**config.mk**
```make
export PLATFORM = sky130hd
export DESIGN_NAME = keypad_event_queue_flat
export DESIGN_NICKNAME = d
export VERILOG_FILES = /design/src/rtl/keypad_event_queue_pkg.sv /design/src/rtl/keypad_event_queue_if.sv /design/src/rtl/keypad_evt_fifo.sv /design/src/rtl/keypad_event_queue.sv /design/src/flat_wrapper.sv
export SDC_FILE = /design/constraint.sdc
export NUM_CORES = 1
export LEC_CHECK = 0
export CORE_UTILIZATION = 55
export DETAILED_ROUTE_END_ITERATION = 7
export PLACE_DENSITY = 0.88
export SLEW_MARGIN = 10
export SYNTH_ARGS = -nofsm -noshare
export SYNTH_HDL_FRONTEND = slang
export SYNTH_HIERARCHICAL = 1
export SYNTH_SLANG_ARGS = --single-unit
```
**constraint.sdc**
```tcl
create_clock -name clk -period 3.47 [get_ports clk]
set_input_delay 0.694 -clock clk [delete_from_list [all_inputs] [get_ports clk]]
set_output_delay 0.694 -clock clk [all_outputs]
set_load 0.02 [all_outputs]
```
**src/rtl/keypad_event_queue_pkg.sv**
```systemverilog
// Shared types and constants for the keypad event queue.
package keypad_pkg;

   localparam int unsigned KEY_NUM       = 16;
   localparam int unsigned KEY_IDX_W     = 4;
   localparam int unsigned EVT_PRESS_BIT = 4;
   localparam int unsigned EVT_W         = 5;

   // Event FSM states
   typedef enum logic {
      ST_IDLE = 1'b0,
      ST_EMIT = 1'b1
   } evt_state_e;

   // Queued key event: press flag above the key index
   typedef struct packed {
      logic                 press;
      logic [KEY_IDX_W-1:0] idx;
   } key_evt_t;

endpackage

```
**src/rtl/keypad_event_queue_if.sv**
```systemverilog
// GPIO register-window side of the keypad event queue.
interface keypad_event_queue_if #(
   parameter int unsigned FIFO_DEPTH = 8
);
   import keypad_pkg::*;

   localparam int unsigned PTR_W = $clog2(FIFO_DEPTH);

   logic                 pop;
   logic                 clr_ovf;
   logic                 irq_en;
   logic [KEY_NUM-1:0]   key_state;
   logic [EVT_W-1:0]     evt_code;
   logic                 empty;
   logic                 full;
   logic [PTR_W:0]       count;
   logic                 overflow;
   logic                 irq;

   modport master (
      output pop, clr_ovf, irq_en,
      input  key_state, evt_code, empty, full, count, overflow, irq
   );

   modport slave (
      input  pop, clr_ovf, irq_en,
      output key_state, evt_code, empty, full, count, overflow, irq
   );

endinterface

```
**src/rtl/keypad_evt_fifo.sv**
```systemverilog
// Generic synchronous FIFO with show-ahead head, occupancy count and flags.
module keypad_evt_fifo #(
   parameter int unsigned WIDTH = 5,
   parameter int unsigned DEPTH = 8
) (
   input  logic                     clk,
   input  logic                     rst,
   input  logic                     push,
   input  logic [WIDTH-1:0]         wdata,
   input  logic                     pop,
   output logic [WIDTH-1:0]         rdata,
   output logic                     empty,
   output logic                     full,
   output logic [$clog2(DEPTH):0]   count
);
   localparam int unsigned PTR_W = $clog2(DEPTH);

   logic [WIDTH-1:0] mem [DEPTH];
   logic [PTR_W-1:0] wr_ptr;
   logic [PTR_W-1:0] rd_ptr;
   logic             do_push;
   logic             do_pop;

   // A full FIFO still accepts a push when the head leaves in the same cycle
   assign do_pop  = pop & ~empty;
   assign do_push = push & (~full | do_pop);

   assign empty = (count == '0);
   assign full  = (count == (PTR_W+1)'(DEPTH));
   assign rdata = empty ? '0 : mem[rd_ptr];

   // Storage array, written only on accepted push
   always_ff @(posedge clk) begin
      if (do_push) mem[wr_ptr] <= wdata;
   end

   // Pointers and occupancy; pointers wrap naturally at DEPTH
   always_ff @(posedge clk or negedge rst) begin
      if (!rst) begin
         wr_ptr <= '0;
         rd_ptr <= '0;
         count  <= '0;
      end else begin
         if (do_push) wr_ptr <= wr_ptr + PTR_W'(1);
         if (do_pop)  rd_ptr <= rd_ptr + PTR_W'(1);
         case ({do_push, do_pop})
            2'b10:   count <= count + (PTR_W+1)'(1);
            2'b01:   count <= count - (PTR_W+1)'(1);
            default: count <= count;
         endcase
      end
   end

endmodule

```
**src/rtl/keypad_event_queue.sv**
```systemverilog
// Debounces the keypad vector and queues press/release events for the CPU.
module keypad_event_queue
   import keypad_pkg::*;
#(
   parameter int unsigned DEBOUNCE_CYCLES = 20000,
   parameter int unsigned FIFO_DEPTH      = 8
) (
   input  logic                clk,
   input  logic                rst,
   input  logic [KEY_NUM-1:0]  keypad,
   keypad_event_queue_if.slave bus
);
   localparam int unsigned      CNT_W   = $clog2(DEBOUNCE_CYCLES);
   localparam int unsigned      PTR_W   = $clog2(FIFO_DEPTH);
   localparam logic [CNT_W-1:0] CNT_MAX = CNT_W'(DEBOUNCE_CYCLES - 1);

   logic [KEY_NUM-1:0]   sync_1;
   logic [KEY_NUM-1:0]   ks;
   logic [KEY_NUM-1:0]   cand;
   logic [CNT_W-1:0]     cnt;
   logic [KEY_NUM-1:0]   key_state;
   logic [KEY_NUM-1:0]   diff;
   logic [KEY_NUM-1:0]   new_keys;
   evt_state_e           state;
   logic [KEY_IDX_W-1:0] pick_idx;
   logic [KEY_NUM-1:0]   pick_oh;
   logic                 commit_c;
   logic                 push_c;
   key_evt_t             push_evt;
   logic [EVT_W-1:0]     fifo_head;
   logic                 fifo_empty;
   logic                 fifo_full;
   logic [PTR_W:0]       fifo_count;
   logic                 overflow;
   logic                 irq;

   // Two-flop synchroniser for the asynchronous scanner vector
   always_ff @(posedge clk or negedge rst) begin
      if (!rst) begin
         sync_1 <= '0;
         ks     <= '0;
      end else begin
         sync_1 <= keypad;
         ks     <= sync_1;
      end
   end

   // Debounce: restart on any change, saturate once the candidate is stable
   always_ff @(posedge clk or negedge rst) begin
      if (!rst) begin
         cand <= '0;
         cnt  <= '0;
      end else if (ks != cand) begin
         cand <= ks;
         cnt  <= '0;
      end else if (cnt != CNT_MAX) begin
         cnt <= cnt + CNT_W'(1);
      end
   end

   assign commit_c = (cnt == CNT_MAX) && (cand != key_state) && (state == ST_IDLE);

   // Lowest set bit of the pending change mask
   always_comb begin
      pick_idx = '0;
      for (int i = KEY_NUM - 1; i >= 0; i--) begin
         if (diff[i]) pick_idx = KEY_IDX_W'(i);
      end
      pick_oh = KEY_NUM'(1) << pick_idx;
   end

   assign push_c         = (state == ST_EMIT);
   assign push_evt.press = new_keys[pick_idx];
   assign push_evt.idx   = pick_idx;

   // Event FSM: commit the debounced vector, then emit one event per changed key
   always_ff @(posedge clk or negedge rst) begin
      if (!rst) begin
         state     <= ST_IDLE;
         key_state <= '0;
         diff      <= '0;
         new_keys  <= '0;
      end else begin
         case (state)
            ST_IDLE: begin
               if (commit_c) begin
                  key_state <= cand;
                  diff      <= cand ^ key_state;
                  new_keys  <= cand;
                  state     <= ST_EMIT;
               end
            end
            ST_EMIT: begin
               diff <= diff & ~pick_oh;
               if ((diff & ~pick_oh) == '0) state <= ST_IDLE;
            end
            default: state <= ST_IDLE;
         endcase
      end
   end

   keypad_evt_fifo #(
      .WIDTH (EVT_W),
      .DEPTH (FIFO_DEPTH)
   ) u_fifo (
      .clk   (clk),
      .rst   (rst),
      .push  (push_c),
      .wdata (push_evt),
      .pop   (bus.pop),
      .rdata (fifo_head),
      .empty (fifo_empty),
      .full  (fifo_full),
      .count (fifo_count)
   );

   // Sticky overflow; a drop in the same cycle as a clear keeps it set
   always_ff @(posedge clk or negedge rst) begin
      if (!rst) begin
         overflow <= 1'b0;
      end else if (push_c && fifo_full && !bus.pop) begin
         overflow <= 1'b1;
      end else if (bus.clr_ovf) begin
         overflow <= 1'b0;
      end
   end

   // Level interrupt while events are pending
   always_ff @(posedge clk or negedge rst) begin
      if (!rst) irq <= 1'b0;
      else      irq <= bus.irq_en & ~fifo_empty;
   end

   assign bus.key_state = key_state;
   assign bus.evt_code  = fifo_head;
   assign bus.empty     = fifo_empty;
   assign bus.full      = fifo_full;
   assign bus.count     = fifo_count;
   assign bus.overflow  = overflow;
   assign bus.irq       = irq;

endmodule

```
**src/flat_wrapper.sv**
```systemverilog
// flat-port wrapper written by rule: the top's interface ports become plain ports
module keypad_event_queue_flat import keypad_pkg::*;
#(
   parameter int unsigned DEBOUNCE_CYCLES = 20000,
   parameter int unsigned FIFO_DEPTH      = 8
)
  (clk, rst, keypad, bus_pop, bus_clr_ovf, bus_irq_en, bus_key_state, bus_evt_code, bus_empty, bus_full, bus_count, bus_overflow, bus_irq);
  keypad_event_queue_if #(.FIFO_DEPTH(FIFO_DEPTH)) bus_i ();
  input  logic clk;
  input  logic rst;
  input  logic [KEY_NUM-1:0] keypad;
  input wire logic [$bits(bus_i.pop)-1:0] bus_pop;
  input wire logic [$bits(bus_i.clr_ovf)-1:0] bus_clr_ovf;
  input wire logic [$bits(bus_i.irq_en)-1:0] bus_irq_en;
  output wire logic [$bits(bus_i.key_state)-1:0] bus_key_state;
  output wire logic [$bits(bus_i.evt_code)-1:0] bus_evt_code;
  output wire logic [$bits(bus_i.empty)-1:0] bus_empty;
  output wire logic [$bits(bus_i.full)-1:0] bus_full;
  output wire logic [$bits(bus_i.count)-1:0] bus_count;
  output wire logic [$bits(bus_i.overflow)-1:0] bus_overflow;
  output wire logic [$bits(bus_i.irq)-1:0] bus_irq;
  assign bus_i.pop = bus_pop;
  assign bus_i.clr_ovf = bus_clr_ovf;
  assign bus_i.irq_en = bus_irq_en;
  assign bus_key_state = bus_i.key_state;
  assign bus_evt_code = bus_i.evt_code;
  assign bus_empty = bus_i.empty;
  assign bus_full = bus_i.full;
  assign bus_count = bus_i.count;
  assign bus_overflow = bus_i.overflow;
  assign bus_irq = bus_i.irq;
  keypad_event_queue #(.DEBOUNCE_CYCLES(DEBOUNCE_CYCLES), .FIFO_DEPTH(FIFO_DEPTH)) u_core (.clk(clk), .rst(rst), .keypad(keypad), .bus(bus_i));
endmodule
```
After elaboration in Yosys (flattened, before gate mapping):

Memory sizes are Yosys's and may differ from the RTL's.
Index checks and enable logic that the tools add are counted.

* bits in registers: 108
* memory bits (writable): 40
* input bits: 21
* output and inout bits: 29
* logic and storage cells: 80
* memories kept: 1

Memories
* u_core.u_fifo.mem: depth 8, bits a word 5, rd ports 1, clocked after memory_dff 0, write ports 1, RTL line keypad_evt_fifo.sv:18 `logic [WIDTH-1:0] mem [DEPTH];`

* add/subtract/negate cells: 5
* magnitude comparators: 1
* equality and inequality tests: 8
* shift operators: 1
* muxes and demuxes: 31
* bitwise gates (word level): 10
* reductions and logical operators: 11

Operators by type and width (count)
* two-way mux 4 bit: 16
* != test 16 bit: 2
* one-hot mux 16 bit (2 select lines): 1
* two-way mux 15 bit: 2
* AND 16 bit: 1
* logical NOT 16 bit: 1
* two-way mux 16 bit: 1
* inverter 16 bit: 1
* << shifter 1 x 4 -> 16 bit, first input constant: 1
* XOR 16 bit: 1
* adder 15 x 1 -> 15 bit, second input constant: 1
* == test 15 bit, second input constant: 1
* != test 15 bit, second input constant: 1
* one-hot mux 4 bit (2 select lines): 1
* two-way mux 1 bit: 7
* adder 3 x 1 -> 3 bit, second input constant: 2
* nonzero test 2 bit: 3
* less-than comparator 4 x 5 -> 1 bit, second input constant: 1
* two-way mux 5 bit: 1
* adder 4 x 1 -> 4 bit, second input constant: 1
* binary-select mux 1 bit (select 4 bit): 1
* == test 4 bit, second input constant: 1
* logical AND 1 bit: 4
* logical NOT 4 bit: 1
* other kinds (10): 14

Logic depth before layout (Yosys ltp):

* word-level depth: 22
* gate-level depth with buffers: 10
* depth with buffers taken out: 9

Modules after synthesis:

The synthesis kept the hierarchy.

Modules (own cells, without submodules)
* keypad_event_queue: instances 1, cells each 392, area an instance 4377.9 um^2, sequential area each 2452.4 um^2
* keypad_evt_fifo: instances 1, cells each 129, area an instance 2187.1 um^2, sequential area each 1451.4 um^2

Worst setup path before layout:

No wires, ideal clock.

* path kind: register to register
* start point: register u_core.u_fifo.count[1]
* end point: register u_core.u_fifo.count[3]
* arrival: 2.478 ns
* data required time: 3.325 ns
* path slack: 0.847 ns
* stages on the path, launching flop included: 11
* path through: dfrtp_1 > or3_1 > buf_6 > o21ai_2 > or2_2 > inv_1 > ha_1 > a211oi_1 > or3b_2 > o211ai_1 > o221ai_1

* cells in the longest elaborated chain, start to end: 7
* elaborated cells between the ends (all ways): 13
* those cells by class: 2 x add/sub; 3 x eq/ne; 1 x mux; 5 x bitwise; 2 x reduce/logical

Ends and longest elaborated chain
* start, declared: RTL line keypad_evt_fifo.sv:14 `output logic [$clog2(DEPTH):0] count`
* start signal, assigned: RTL line keypad_evt_fifo.sv:47 `2'b10: count <= count + (PTR_W+1)'(1);`
* start signal, assigned: RTL line keypad_evt_fifo.sv:48 `2'b01: count <= count - (PTR_W+1)'(1);`
* start signal, assigned: RTL line keypad_evt_fifo.sv:49 `default: count <= count;`
* logical NOT 4 bit: RTL line keypad_evt_fifo.sv:28 `assign empty = (count == '0);`
* inverter 1 bit: RTL line keypad_evt_fifo.sv:25 `assign do_pop = pop & ~empty;`
* AND 1 bit: RTL line keypad_evt_fifo.sv:25
* bitwise OR 1 bit: RTL line keypad_evt_fifo.sv:26 `assign do_push = push & (~full | do_pop);`
* AND 1 bit: RTL line keypad_evt_fifo.sv:26
* == test 2 x 1 -> 1 bit / == test 2 bit (equally long branches): RTL line keypad_evt_fifo.sv:46 `case ({do_push, do_pop})`
* one-hot mux 4 bit (2 select lines) / nonzero test 2 bit (equally long branches)

Several ways; a longest one is shown, not always the timed one.
A chain may end at the register's enable or synchronous reset.

Final worst setup path:

* start point: register u_core.u_fifo.rd_ptr[0]
* end point: output port bus_evt_code[4]

* cells in the longest elaborated chain, start to end: 2

Ends and longest elaborated chain
* start, declared: RTL line keypad_evt_fifo.sv:20 `logic [PTR_W-1:0] rd_ptr;`
* start signal, assigned: RTL line keypad_evt_fifo.sv:45 `if (do_pop) rd_ptr <= rd_ptr + PTR_W'(1);`
* memory (8 x 5 bit)
* two-way mux 5 bit: RTL line keypad_evt_fifo.sv:30 `assign rdata = empty ? '0 : mem[rd_ptr];`
* end, declared: RTL line flat_wrapper.sv:16 `output wire logic [$bits(bus_i.evt_code)-1:0] bus_evt_code;`

Every way passes these cells.

==> metrics.md <==
| Metric | Value |
|---|---|
| Status | finished, violations left |
| Failing checks | design-rule violations |
| Antenna-violating nets left | 0 |
| Post-DP HPWL | approximately 9700 um |
| Path type of the worst setup path | reg -> out |
| Syn_nets | roughly 550 |
| Startpoint Class | flop |
| Vias in the first global route | about 4500 |
| Clock sinks | between 100 and 150 |
| H-tree depth | 4 |
| First-pass GRT wire length | 23200 um |
| Max Freq | 303 MHz |
| Worst-path clk slew | ~0.060 ns |
| GRT busiest layer | met2 |
| Sequential share of the synthesized area | 59.5% |
| Worst Path Required | roughly 2.8 ns |
| Setup crit end kind | primary output |
| Overflow after GRT | 0 |
| Final setup TNS | 0 ns |
| Peak supply drop | ~0.00054 V |
| Share of cells above drive strength 1 | approximately 12% |
| Yosys reg bits | 148 |
| Layout Nets | approximately 590 |
| WL final | between 10000 and 15000 um |
| Hold_buf cts | 0 |
| Synthesized area per cell | approximately 13 sq um |
| Final setup violating endpoints | 0 |
| Netlist cell types | between 70 and 80 |
| Final Wtd Congestion | roughly 0.94 |
| Initial antenna violation count | 0 |
| Final Skew | between 0.006 and 0.007 ns |
| Initial drt markers | roughly 460 |
| Wire per inst | between 15 and 20 um |
| Worst skew pair latency | ~0.42 ns |
| ANT cells | 0 |
| Global routing usage on met1 | 30.3% |
| Pwr Total | about 0.0043 W |
| Yosys Warn Count | 6 |
| CTS tree | built |
| Commonest non-fill, non-tap cell in the layout | dfrtp_1 |
| Die area | ~12000 sq um |
| Final worst slack | about 0.17 ns |
| Initial DRT Pass Iterations | 7 |
| Post-synthesis cell area | between 6000 and 7000 sq um |
| Final Hold Violating Endpoints | 0 |
| Most frequent cells in the layout | 108 x dfrtp_1, 53 x nor2_1, 48 x clkdlybuf4s50_1 |
| Starting density of the core | roughly 57% |
| Worst setup startpoint | u_core/u_fifo/rd_ptr[0] |
| Worst r2r path cells | 9 |
| Global Route Usage Sum | about a quarter |
| Synthesized instance count | between 500 and 600 |
| Max Cap Viol | 0 |
| Post-synth EDFFs | 40 |
| RSZ-0062 raised after global routing | false |
| Pins Over Slew Limit | 0 |
| Core area | roughly 12000 sq um |
| Actual slew at the worst max-slew pin | a little under 0.9 ns |
| Post-CTS Repair Setup Buffers | 0 |
| CTS root buf | clkbuf_16 |
| Leakage Power | 3.37 nW |
| Met3 Use GR | between 7 and 8% |
| Grt met2 use | around two fifths |
| Ys flop type | dfrtp_1 |
| DR vias | between 4000 and 5000 |
| Final Critical Period | 3.30 ns |
| Via density | between 6 and 7 |
| RR Startpoint | u_core/diff[15] |
| Fin Hold WS | between 0.3 and 0.4 ns |
| Die Ht | 111 um |
| Die W | around 110 um |
| Rel. slew slack | a little over two fifths |
| CTS buffer count | 17 |
| Area growth syn-to-layout | 18.3% |
| Post-CTS resize count | 0 |
| I/O Buffers | about 50 |
| Crit path DAT | ~2.6 ns |
| Crit-path max FO | 11 |
| Largest net degree at the start of global routing | 56 |
| CTS max path bufs | 2 |
| Cell Rows | 39 |
| DRC | 8 |
| Period Utilization, post-route | a little over nine tenths |
| PwrDens | roughly 560 nW/um^2 |
| Dpl ws | roughly 0.57 ns |
| Asr flop ratio synth | approximately 73% |
| Io pins | 50 |
| HP Class | in -> async |
==> cell families after synthesis <==
kind of cell	count (synthesis)	share of synthesized area, %
DFF	148	59.5
and+or+nand+nor	145	10.8
AOI/OAI and AO/OA	84	10.0
xor gates and xnor gates	51	6.80
buffers and inverters	47	3.20
muxes	39	8.27
adders and majority gates	7	1.41
==> worst paths after layout <==
check / end / slack [ns]
setup / recovery: bus_evt_code[4] / 0.17
setup reg to reg: u_core/u_fifo/mem[1][4] / 0.60
hold / removal: u_core/u_fifo/count[0] / 0.32
max in group asynchronous: u_core/sync_1[14] / 2.39
hold reg to reg: u_core/ks[3] / 0.35
min in group clk: u_core/ks[3] / 0.35
==> synthesized netlist by cell type, types with 4 or more instances <==
cell / count / area, sq um
o21ai_1: 6 / 30.0
ha_1: 5 / 62.6
inv_1: 12 / 45.0
xor2_1: 41 / 359
a221o_1: 4 / 40.0
dfrtp_1: 108 / 2700
a21o_1: 5 / 37.5
nand3_1: 7 / 35.0
a22o_1: 7 / 61.3
mux4_2: 10 / 225
mux2i_1: 10 / 100
xnor2_1: 10 / 87.6
o21ai_0: 8 / 40.0
nor2_1: 53 / 199
or3_1: 4 / 25.0
o31ai_1: 4 / 30.0
a21oi_1: 9 / 45.0
a31oi_1: 9 / 56.3
clkbuf_1: 24 / 90.1
nor4_1: 9 / 56.3
nor2b_1: 5 / 31.3
a221oi_1: 4 / 35.0
mux2_1: 17 / 191
edfxtp_1: 40 / 1200
nand2_1: 32 / 120
nand4_1: 10 / 62.6
==> power breakdown <==
part           internal, W  switching (W)
sequential         0.00186       0.000140
clock              0.00119       0.000677
combinational     0.000252       0.000224
==> metrics by stage <==
stage          cells  utilization (%)  area (sq um)
3_5_place_dp     690             62.2          7160
2_1_floorplan    521                -          6570
3_3_place_gp     690             62.2          7160
6_report         722             67.4          7770
4_1_cts          722             67.4          7770
5_1_grt          722             67.4          7770
==> cell type report <==
cell class | instances | area, sq um
fillers | 801 | 3750
well taps | 143 | 179
inverters | 15 | 56.3
flip-flops and latches | 148 | 3900
multi-input cells | 326 | 2450
clock inverters | 8 | 125
clock buffers | 24 | 483
repair buffers | 58 | 568
==> critical path, stage by stage (launching register included) <==
cell	delay (ns)
dfrtp_1	0.79
mux4_2	0.60
mux2i_1	0.18
nor2_1	0.07
clkdlybuf4s50_1	0.55
==> state kept, by name, indices dropped and copies added, names as in the netlist <==
name,count
u_core/ks,16
u_core/diff,16
u_core/cnt,15
u_core/new_keys,16
u_core/bus.irq,1
u_core/cand,16
u_core/u_fifo/count,4
u_core/bus.overflow,1
u_core/u_fifo/mem,40
u_core/u_fifo/rd_ptr,3
u_core/push_c,1
u_core/sync_1,16
u_core/u_fifo/wr_ptr,3
==> layer usage <==
layer  share of wire (%)  wire, um
met2                  50      7040
met4                 2.7       382
met1                  40      5610
met5                   0         0
met3                 7.7      1080
Note: power is estimated with default switching activity, not from simulation.
